File: src/rtl/control_sequencer.sv
// Hardwired fetch/decode/execute sequencer for the multicycle datapath.
// Define CU_MEM_WAIT_EN to stretch memory states until mem_done.
module control_sequencer (
    input  logic        clock,
    input  logic        clear,
    input  logic [31:0] IR,
    input  logic        CON,
    input  logic        mem_done,
    output logic        Gra,
    output logic        Grb,
    output logic        Grc,
    output logic        Rin,
    output logic        Rout,
    output logic        BAout,
    output logic        PCout,
    output logic        Zlowout,
    output logic        MDRout,
    output logic        Cout,
    output logic        PCin,
    output logic        IRin,
    output logic        MARin,
    output logic        MDRin,
    output logic        Yin,
    output logic        Zin,
    output logic        CONin,
    output logic        IncPC,
    output logic        Read,
    output logic        Write,
    output logic [3:0]  alu_op,
    output logic        run
);

    typedef enum logic [3:0] {
        S_IDLE,
        S_T0,
        S_T1,
        S_T2,
        S_T3,
        S_T4,
        S_T5,
        S_T6,
        S_T7,
        S_HALT
    } state_t;

    typedef enum logic [3:0] {
        C_R,
        C_I,
        C_LD,
        C_LDI,
        C_ST,
        C_BR,
        C_JR,
        C_NOP,
        C_HALT
    } cls_t;

    localparam logic [3:0] ALU_ADD = 4'b0000;
    localparam logic [3:0] ALU_SUB = 4'b0001;
    localparam logic [3:0] ALU_AND = 4'b0010;
    localparam logic [3:0] ALU_OR  = 4'b0011;
    localparam logic [3:0] ALU_SHR = 4'b0100;
    localparam logic [3:0] ALU_SHL = 4'b0101;
    localparam logic [3:0] ALU_ROR = 4'b0110;
    localparam logic [3:0] ALU_ROL = 4'b0111;

    state_t     state;
    cls_t       cls;
    logic [3:0] alu_sel;
    logic [4:0] opcode;
    logic       mem_ok;

    assign opcode = IR[31:27];

`ifdef CU_MEM_WAIT_EN
    assign mem_ok = mem_done;
    logic unused_ir;
    assign unused_ir = ^IR[26:0];
`else
    // Memory states always complete in one cycle in this build.
    assign mem_ok = 1'b1;
    logic unused_in;
    assign unused_in = ^{mem_done, IR[26:0]};
`endif

    // Classify the opcode and pick the ALU function for R/I classes.
    always_comb begin
        cls     = C_NOP;
        alu_sel = ALU_ADD;
        case (opcode)
            5'b00011: begin cls = C_R; alu_sel = ALU_ADD; end
            5'b00100: begin cls = C_R; alu_sel = ALU_SUB; end
            5'b00101: begin cls = C_R; alu_sel = ALU_AND; end
            5'b00110: begin cls = C_R; alu_sel = ALU_OR;  end
            5'b00111: begin cls = C_R; alu_sel = ALU_SHR; end
            5'b01000: begin cls = C_R; alu_sel = ALU_SHL; end
            5'b01001: begin cls = C_R; alu_sel = ALU_ROR; end
            5'b01010: begin cls = C_R; alu_sel = ALU_ROL; end
            5'b01011: begin cls = C_I; alu_sel = ALU_ADD; end
            5'b01100: begin cls = C_I; alu_sel = ALU_AND; end
            5'b01101: begin cls = C_I; alu_sel = ALU_OR;  end
            5'b00000: cls = C_LD;
            5'b00001: cls = C_LDI;
            5'b00010: cls = C_ST;
            5'b10010: cls = C_BR;
            5'b10100: cls = C_JR;
            5'b11011: cls = C_HALT;
            default:  cls = C_NOP;
        endcase
    end

    // State register: clear aborts to IDLE at once, memory states may stall.
    always_ff @(posedge clock or posedge clear) begin
        if (clear) begin
            state <= S_IDLE;
        end else begin
            case (state)
                S_IDLE: state <= S_T0;
                S_T0:   state <= S_T1;
                S_T1:   state <= mem_ok ? S_T2 : S_T1;
                S_T2:   state <= S_T3;
                S_T3: begin
                    case (cls)
                        C_HALT:      state <= S_HALT;
                        C_JR, C_NOP: state <= S_T0;
                        default:     state <= S_T4;
                    endcase
                end
                S_T4:   state <= S_T5;
                S_T5: begin
                    case (cls)
                        C_LD, C_ST, C_BR: state <= S_T6;
                        default:          state <= S_T0;
                    endcase
                end
                S_T6: begin
                    case (cls)
                        C_LD:    state <= mem_ok ? S_T7 : S_T6;
                        C_ST:    state <= S_T7;
                        default: state <= S_T0;
                    endcase
                end
                S_T7: begin
                    if (cls == C_ST) begin
                        state <= mem_ok ? S_T0 : S_T7;
                    end else begin
                        state <= S_T0;
                    end
                end
                S_HALT: state <= S_HALT;
                default: state <= S_IDLE;
            endcase
        end
    end

    // Strobe decode from the current step and instruction class.
    always_comb begin
        Gra     = 1'b0;
        Grb     = 1'b0;
        Grc     = 1'b0;
        Rin     = 1'b0;
        Rout    = 1'b0;
        BAout   = 1'b0;
        PCout   = 1'b0;
        Zlowout = 1'b0;
        MDRout  = 1'b0;
        Cout    = 1'b0;
        PCin    = 1'b0;
        IRin    = 1'b0;
        MARin   = 1'b0;
        MDRin   = 1'b0;
        Yin     = 1'b0;
        Zin     = 1'b0;
        CONin   = 1'b0;
        IncPC   = 1'b0;
        Read    = 1'b0;
        Write   = 1'b0;
        alu_op  = ALU_ADD;
        run     = 1'b1;
        case (state)
            S_T0: begin
                PCout = 1'b1;
                MARin = 1'b1;
                IncPC = 1'b1;
                Zin   = 1'b1;
            end
            S_T1: begin
                Zlowout = 1'b1;
                PCin    = 1'b1;
                Read    = 1'b1;
                MDRin   = 1'b1;
            end
            S_T2: begin
                MDRout = 1'b1;
                IRin   = 1'b1;
            end
            S_T3: begin
                case (cls)
                    C_R, C_I: begin
                        Grb  = 1'b1;
                        Rout = 1'b1;
                        Yin  = 1'b1;
                    end
                    C_LD, C_LDI, C_ST: begin
                        Grb   = 1'b1;
                        BAout = 1'b1;
                        Yin   = 1'b1;
                    end
                    C_BR: begin
                        Gra   = 1'b1;
                        Rout  = 1'b1;
                        CONin = 1'b1;
                    end
                    C_JR: begin
                        Gra  = 1'b1;
                        Rout = 1'b1;
                        PCin = 1'b1;
                    end
                    default: ;
                endcase
            end
            S_T4: begin
                case (cls)
                    C_R: begin
                        Grc    = 1'b1;
                        Rout   = 1'b1;
                        Zin    = 1'b1;
                        alu_op = alu_sel;
                    end
                    C_I: begin
                        Cout   = 1'b1;
                        Zin    = 1'b1;
                        alu_op = alu_sel;
                    end
                    C_LD, C_LDI, C_ST: begin
                        Cout = 1'b1;
                        Zin  = 1'b1;
                    end
                    C_BR: begin
                        PCout = 1'b1;
                        Yin   = 1'b1;
                    end
                    default: ;
                endcase
            end
            S_T5: begin
                case (cls)
                    C_R, C_I, C_LDI: begin
                        Zlowout = 1'b1;
                        Gra     = 1'b1;
                        Rin     = 1'b1;
                    end
                    C_LD, C_ST: begin
                        Zlowout = 1'b1;
                        MARin   = 1'b1;
                    end
                    C_BR: begin
                        Cout = 1'b1;
                        Zin  = 1'b1;
                    end
                    default: ;
                endcase
            end
            S_T6: begin
                case (cls)
                    C_LD: begin
                        Read  = 1'b1;
                        MDRin = 1'b1;
                    end
                    C_ST: begin
                        Gra   = 1'b1;
                        Rout  = 1'b1;
                        MDRin = 1'b1;
                    end
                    C_BR: begin
                        Zlowout = CON;
                        PCin    = CON;
                    end
                    default: ;
                endcase
            end
            S_T7: begin
                case (cls)
                    C_LD: begin
                        MDRout = 1'b1;
                        Gra    = 1'b1;
                        Rin    = 1'b1;
                    end
                    C_ST: Write = 1'b1;
                    default: ;
                endcase
            end
            S_HALT: run = 1'b0;
            default: ;
        endcase
    end

endmodule
File: config.mk
export PLATFORM = sky130hd
export DESIGN_NAME = control_sequencer
export DESIGN_NICKNAME = d
export VERILOG_FILES = /design/src/rtl/control_sequencer.sv
export SDC_FILE = /design/constraint.sdc
export NUM_CORES = 1
export LEC_CHECK = 0
export BUFFER_PORTS_ARGS = -buffer_cell sky130_fd_sc_hd__buf_4
export CAP_MARGIN = 25
export CORE_ASPECT_RATIO = 1.25
export CORE_MARGIN = 4
export CORE_UTILIZATION = 43
export CTS_CLUSTER_SIZE = 28
export DETAILED_ROUTE_END_ITERATION = 8
export PLACE_DENSITY = 0.84
export SLEW_MARGIN = 5
export SYNTH_ARGS = -nofsm -noshare
export SYNTH_HDL_FRONTEND = slang
export SYNTH_SLANG_ARGS = --single-unit
File: constraint.sdc
create_clock -name clock -period 3.5 [get_ports clock]
set_input_delay 0.7 -clock clock [delete_from_list [all_inputs] [get_ports clock]]
set_output_delay 0.7 -clock clock [all_outputs]
set_load 0.05 [all_outputs]
Word level (Yosys, flattened, before mapping)
Cells that the tools add are included.

storage, ports and cells
  output and inout bits = 25
  word-level logic and storage cells = 94
  flip-flop bits (word level) = 4
  bits of input ports = 36

cells by class
  multiplexer cells = 42
  equal/unequal tests = 33
  reductions and logical operators = 18

operators by type and width
  kind                number
  $pmux 4 s9          1
  $eq 4x3->1 const B  8
  $pmux 4 s8          1
  $eq 5x4->1 const B  6
  $mux 1              21
  $pmux 3 s7          1
  $eq 5x3->1 const B  4
  $eq 4x2->1 const B  4
  $pmux 1 s2          8
  $eq 5x5->1 const B  3
  $reduce_or 2->1     7
  $eq 4x4->1 const B  3
  $mux 4              3
  $pmux 1 s3          4
  $reduce_or 3->1     4
  $eq 5x2->1 const B  2
  $eq 4x1->1 const B  2
  $logic_not 4->1     2
  $pmux 4 s2          1
  $reduce_or 4->1     2
  $reduce_or 8->1     1
  $eq 5x1->1 const B  1
  $logic_not 5->1     1
  $reduce_or 5->1     1
  other kinds (2)     2

Logic depth before layout (Yosys ltp)
  depth after elaboration = 7
  depth in mapped cells = 6
  gate-level depth less buffers = 4

Worst setup path before layout
Ideal clock, no wire load.

  kind = input to output
  start = input IR[31]
  end = output PCout
  stages on the path = 4
  arrival = 2,504 ps
  data required time = 2,800 ps
  path buffers = 2
  setup slack = 296 ps
  cells stage by stage = buf_2 buf_1 nand3_1 a211oi_1

between the ends
  longest elaborated chain between the ends = 6
  elaborated cells on any way between the ends = 23
  classes of those cells = 17 x eq/ne; 3 x mux; 3 x reduce/logical

RTL lines
  item                                                                 line  source
  start: declaration                                                   6     input logic [31:0] IR,
  $eq 5x4->1, or another cell as far along                             90    case (opcode)
  $reduce_or 8->1 (no line) / $reduce_or 3->1 (equally long branches)  -
  $pmux 4 s8 *                                                         90
  $eq 4x3->1 *                                                         223   case (cls)
  $mux 1 *                                                             223
  $pmux 1 s2 *                                                         180   case (state)
  end: declaration                                                     15    output logic PCout,

Mark *: on every way between the ends. The rest lies on a longest branch, timed or not.

Worst setup path in the final report
  start = input IR[29]
  end = output Gra

between the ends
  longest elaborated chain between the ends = 7
  elaborated cells on any way between the ends = 34
  classes of those cells = 22 x eq/ne; 6 x mux; 6 x reduce/logical

RTL lines
  item                                                                 line      source
  $eq 5x4->1, or another cell as far along                             90
  $reduce_or 8->1 (no line) / $reduce_or 3->1 (equally long branches)  -
  $pmux 4 s8 *                                                         90
  $eq 4x1->1, or another cell as far along                             247       case (cls)
  $reduce_or 3->1 / $reduce_or 2->1 (equally long branches)            -
  $mux 1 (on tied branches)                                            247, 198
  $pmux 1 s4 *                                                         180
  end: declaration                                                     9         output logic Gra,

Marked as above.

==> metrics.cfg <==
[final_layout]
top_register = state
layout_commonest_cell = buf_4
largestRegisters = state: 4 flops
area_growth_pct = 24.8
nets = 191
fin_util_pct = 57.4
regArea_um2 = 100
insertedDiodeCount = 0
num-fill-cells = 176
fin_area_um2 = 1040
multi_input_area_um2 = 641
layout-drive-gt1-share_pct = 24.8
largest_register_ffs = 4
finalNonFillerCells = 172
most-common-layout-cells = buf_4 (31), nor2_1 (20), a21oi_1 (14), nor3_1 (9)

[die]
core_region_area_um2 = 1810
rows = 17
start_util_pct = 46.0
fp.dieArea_um2 = 2710
die_width_um = 47.3
dieHeight_um = 57.2
io_pins = 61

[clock_network]
clk_pin_slew_worst_paths_ns = 0.03
htree_levels = 1
cts_buffer_depth = 2
post-cts-setup-buffers = 0
clock-root-buffer = clkbuf_4
cts_made_buffers = 3
hold_buffers = 0
ctsResizeCount = 0
clock_latency_ns = 0.23
cts_tree = built
cts_num_sinks = 4

[grt]
grt_overflow = 0
antenna_found_initial = 0
grt_pass1_vias = 925
grt_util_all_layers_pct = 18.1
grt_max_degree = 19
grt_pass1_wl_mm = 3.92

[route]
dr.pass1.iters = 4
dr_total_vias = 1037
drt-vias-per-instance = 6.03
wirelength_mm = 2.24
postRouteAntennaNets = 0
drt-initial-drc-count = 13
drc_errors = 0
wl_per_cell_um = 13.0

[synthesis]
ys_warn_count = 0
yosysSeqAreaShare_pct = 12.0
syn_avg_cell_area_um2 = 6.26
synth.distinct_cells = 40
synth_nets = 169
syn_inst = 133
netlist_area_um2 = 832
synth_seq_cells = 4

[worst_setup_path]
critPathTopFamily = simple AND/OR/NAND/NOR gates
r2r-start = state[2]
worst_path_most_repeated_cell = buf_4
start_kind = input pin
crit_start = IR[29]
critPathArrivalTime_ns = 2.04
critPathBufInv = 2
end_kind = output port
crit_required_ns = 2.80
critPathMaxStageDelay_ns = 0.51
worstPathMaxFanout = 17
cp_slowest_cell = nor3_1
setup.worst_path.class = in -> out
cp_cell_sequence = buf_4 -> nor3_1 -> nand4_1 -> a21o_1 -> nand3_1 -> buf_4

[power_and_ir_drop]
ir_worst_vdd_uv = 421
leakagePower_nw = 0.479
powerDensity_nw_per_um2 = 739

[placement]
placed_cells = 169
place_congestion = 0.865
dpl.hpwl_mm = 1.73
post_dp_cell_area_um2 = 1020
io_buffers = 31

[run]
maxCapViolCount = 0

[timing]
slew_headroom_pct = 62.3
fin_crit_sh_pct = 78.4
rsz0062_at_grt = no
clock_skew_ns = 0.000975
final-max-slew-violation-count = 0
setup_viol = 0
layout_min_cycle_time_ns = 2.74
tns_ns = 0
hold_viol_final = 0
worst_pin_slew_ns = 0.562
max_freq_ghz = 0.364
holdWs_ns = 0.353

[status]
outcome = completed

[hold_path]
hold_path.class = in -> async

Yosys cell counts:
library cell,instances,area share [%]
a21oi_1,14,8.4
xnor2_1,2,2.1
o221ai_1,2,2.1
nor4_4,1,2.6
clkbuf_1,6,2.7
o21ai_0,5,3.0
nor2b_1,4,3.0
dfrtp_1,4,12
nand3b_1,3,2.7
nand3_1,2,1.2
and3_1,4,3.0
a21boi_0,1,0.90
a31o_2,1,1.1
or3_1,2,1.5
o22ai_1,1,0.75
buf_6,1,1.4
inv_1,5,2.3
buf_1,1,0.45
a211o_1,1,1.1
xor2_1,1,1.1
a31oi_1,6,4.5
nand4_1,5,3.8
o31ai_1,1,0.90
nor3b_1,2,1.8
a32o_1,1,1.2
nor3_1,9,5.4
or2_2,2,1.5
nand2_1,6,2.7
a211oi_1,2,1.8
or2_1,1,0.75
nor2_1,20,9.0
o21a_1,2,1.8
a21o_1,1,0.90
buf_2,4,2.4
and2_1,2,1.5
buf_4,2,1.8
nand2b_1,3,2.3
conb_1,1,0.45
nand4b_1,1,1.1
o211a_1,1,1.2
path summary, 6_finish.rpt:
path / to / slack, ns / cells after the start
worst max-delay path: Gra / 0.76 / 6
worst min register to register: state[1] / 0.71 / 1
worst min-delay path: state[3] / 0.35 / 2
min in group clock: state[1] / 0.71 / 1
worst max register to register: state[3] / 1.89 / 4
max in group asynchronous: state[2] / 3.00 / 2
routing by layer:
layer / up-vias / GRT usage [%] / part of all wire (%)
met5: - / 0 / 0
met2: 40 / 29.3 / 51
li1: 521 / - / -
met1: 476 / 25.3 / 43
met3: 0 / 0 / 6.1
met4: 0 / 5.93 / 0
final cells by class:
cell class                      instances  area share [%]
Clock buffer                            3            2.17
Inverter                                5            1.81
Multi-Input combinational cell        110            61.7
Sequential cell                         4            9.64
Tap cell                               19            2.29
Timing Repair Buffer                   31            22.4
power breakdown:
group | internal (mW) | leakage, nW | switching, mW
clock | 0.0381 | 0.0138 | 0.0158
sequential | 0.0634 | 0.0507 | 0.0607
combinational | 0.181 | 0.414 | 0.409
through the flow:
stage          power [mW]  setup WS, ns
2_1_floorplan       0.565         0.296
3_3_place_gp        0.705         0.797
3_5_place_dp        0.713         0.797
4_1_cts             0.771         0.768
5_1_grt             0.831         0.578
6_report            0.768         0.755
cells by family (layout without fill, tap and decap cells):
logic type	Yosys count	after routing	synth area share (%)
other	1	1	0.451
XOR/XNOR	3	3	3.16
buffers and inverters	19	39	11.0
AND/OR/NAND/NOR	67	67	43.8
AO/OA/AOI/OAI	39	39	29.6
flip-flops	4	4	12.0
Note: power is estimated with default switching activity, not from simulation.
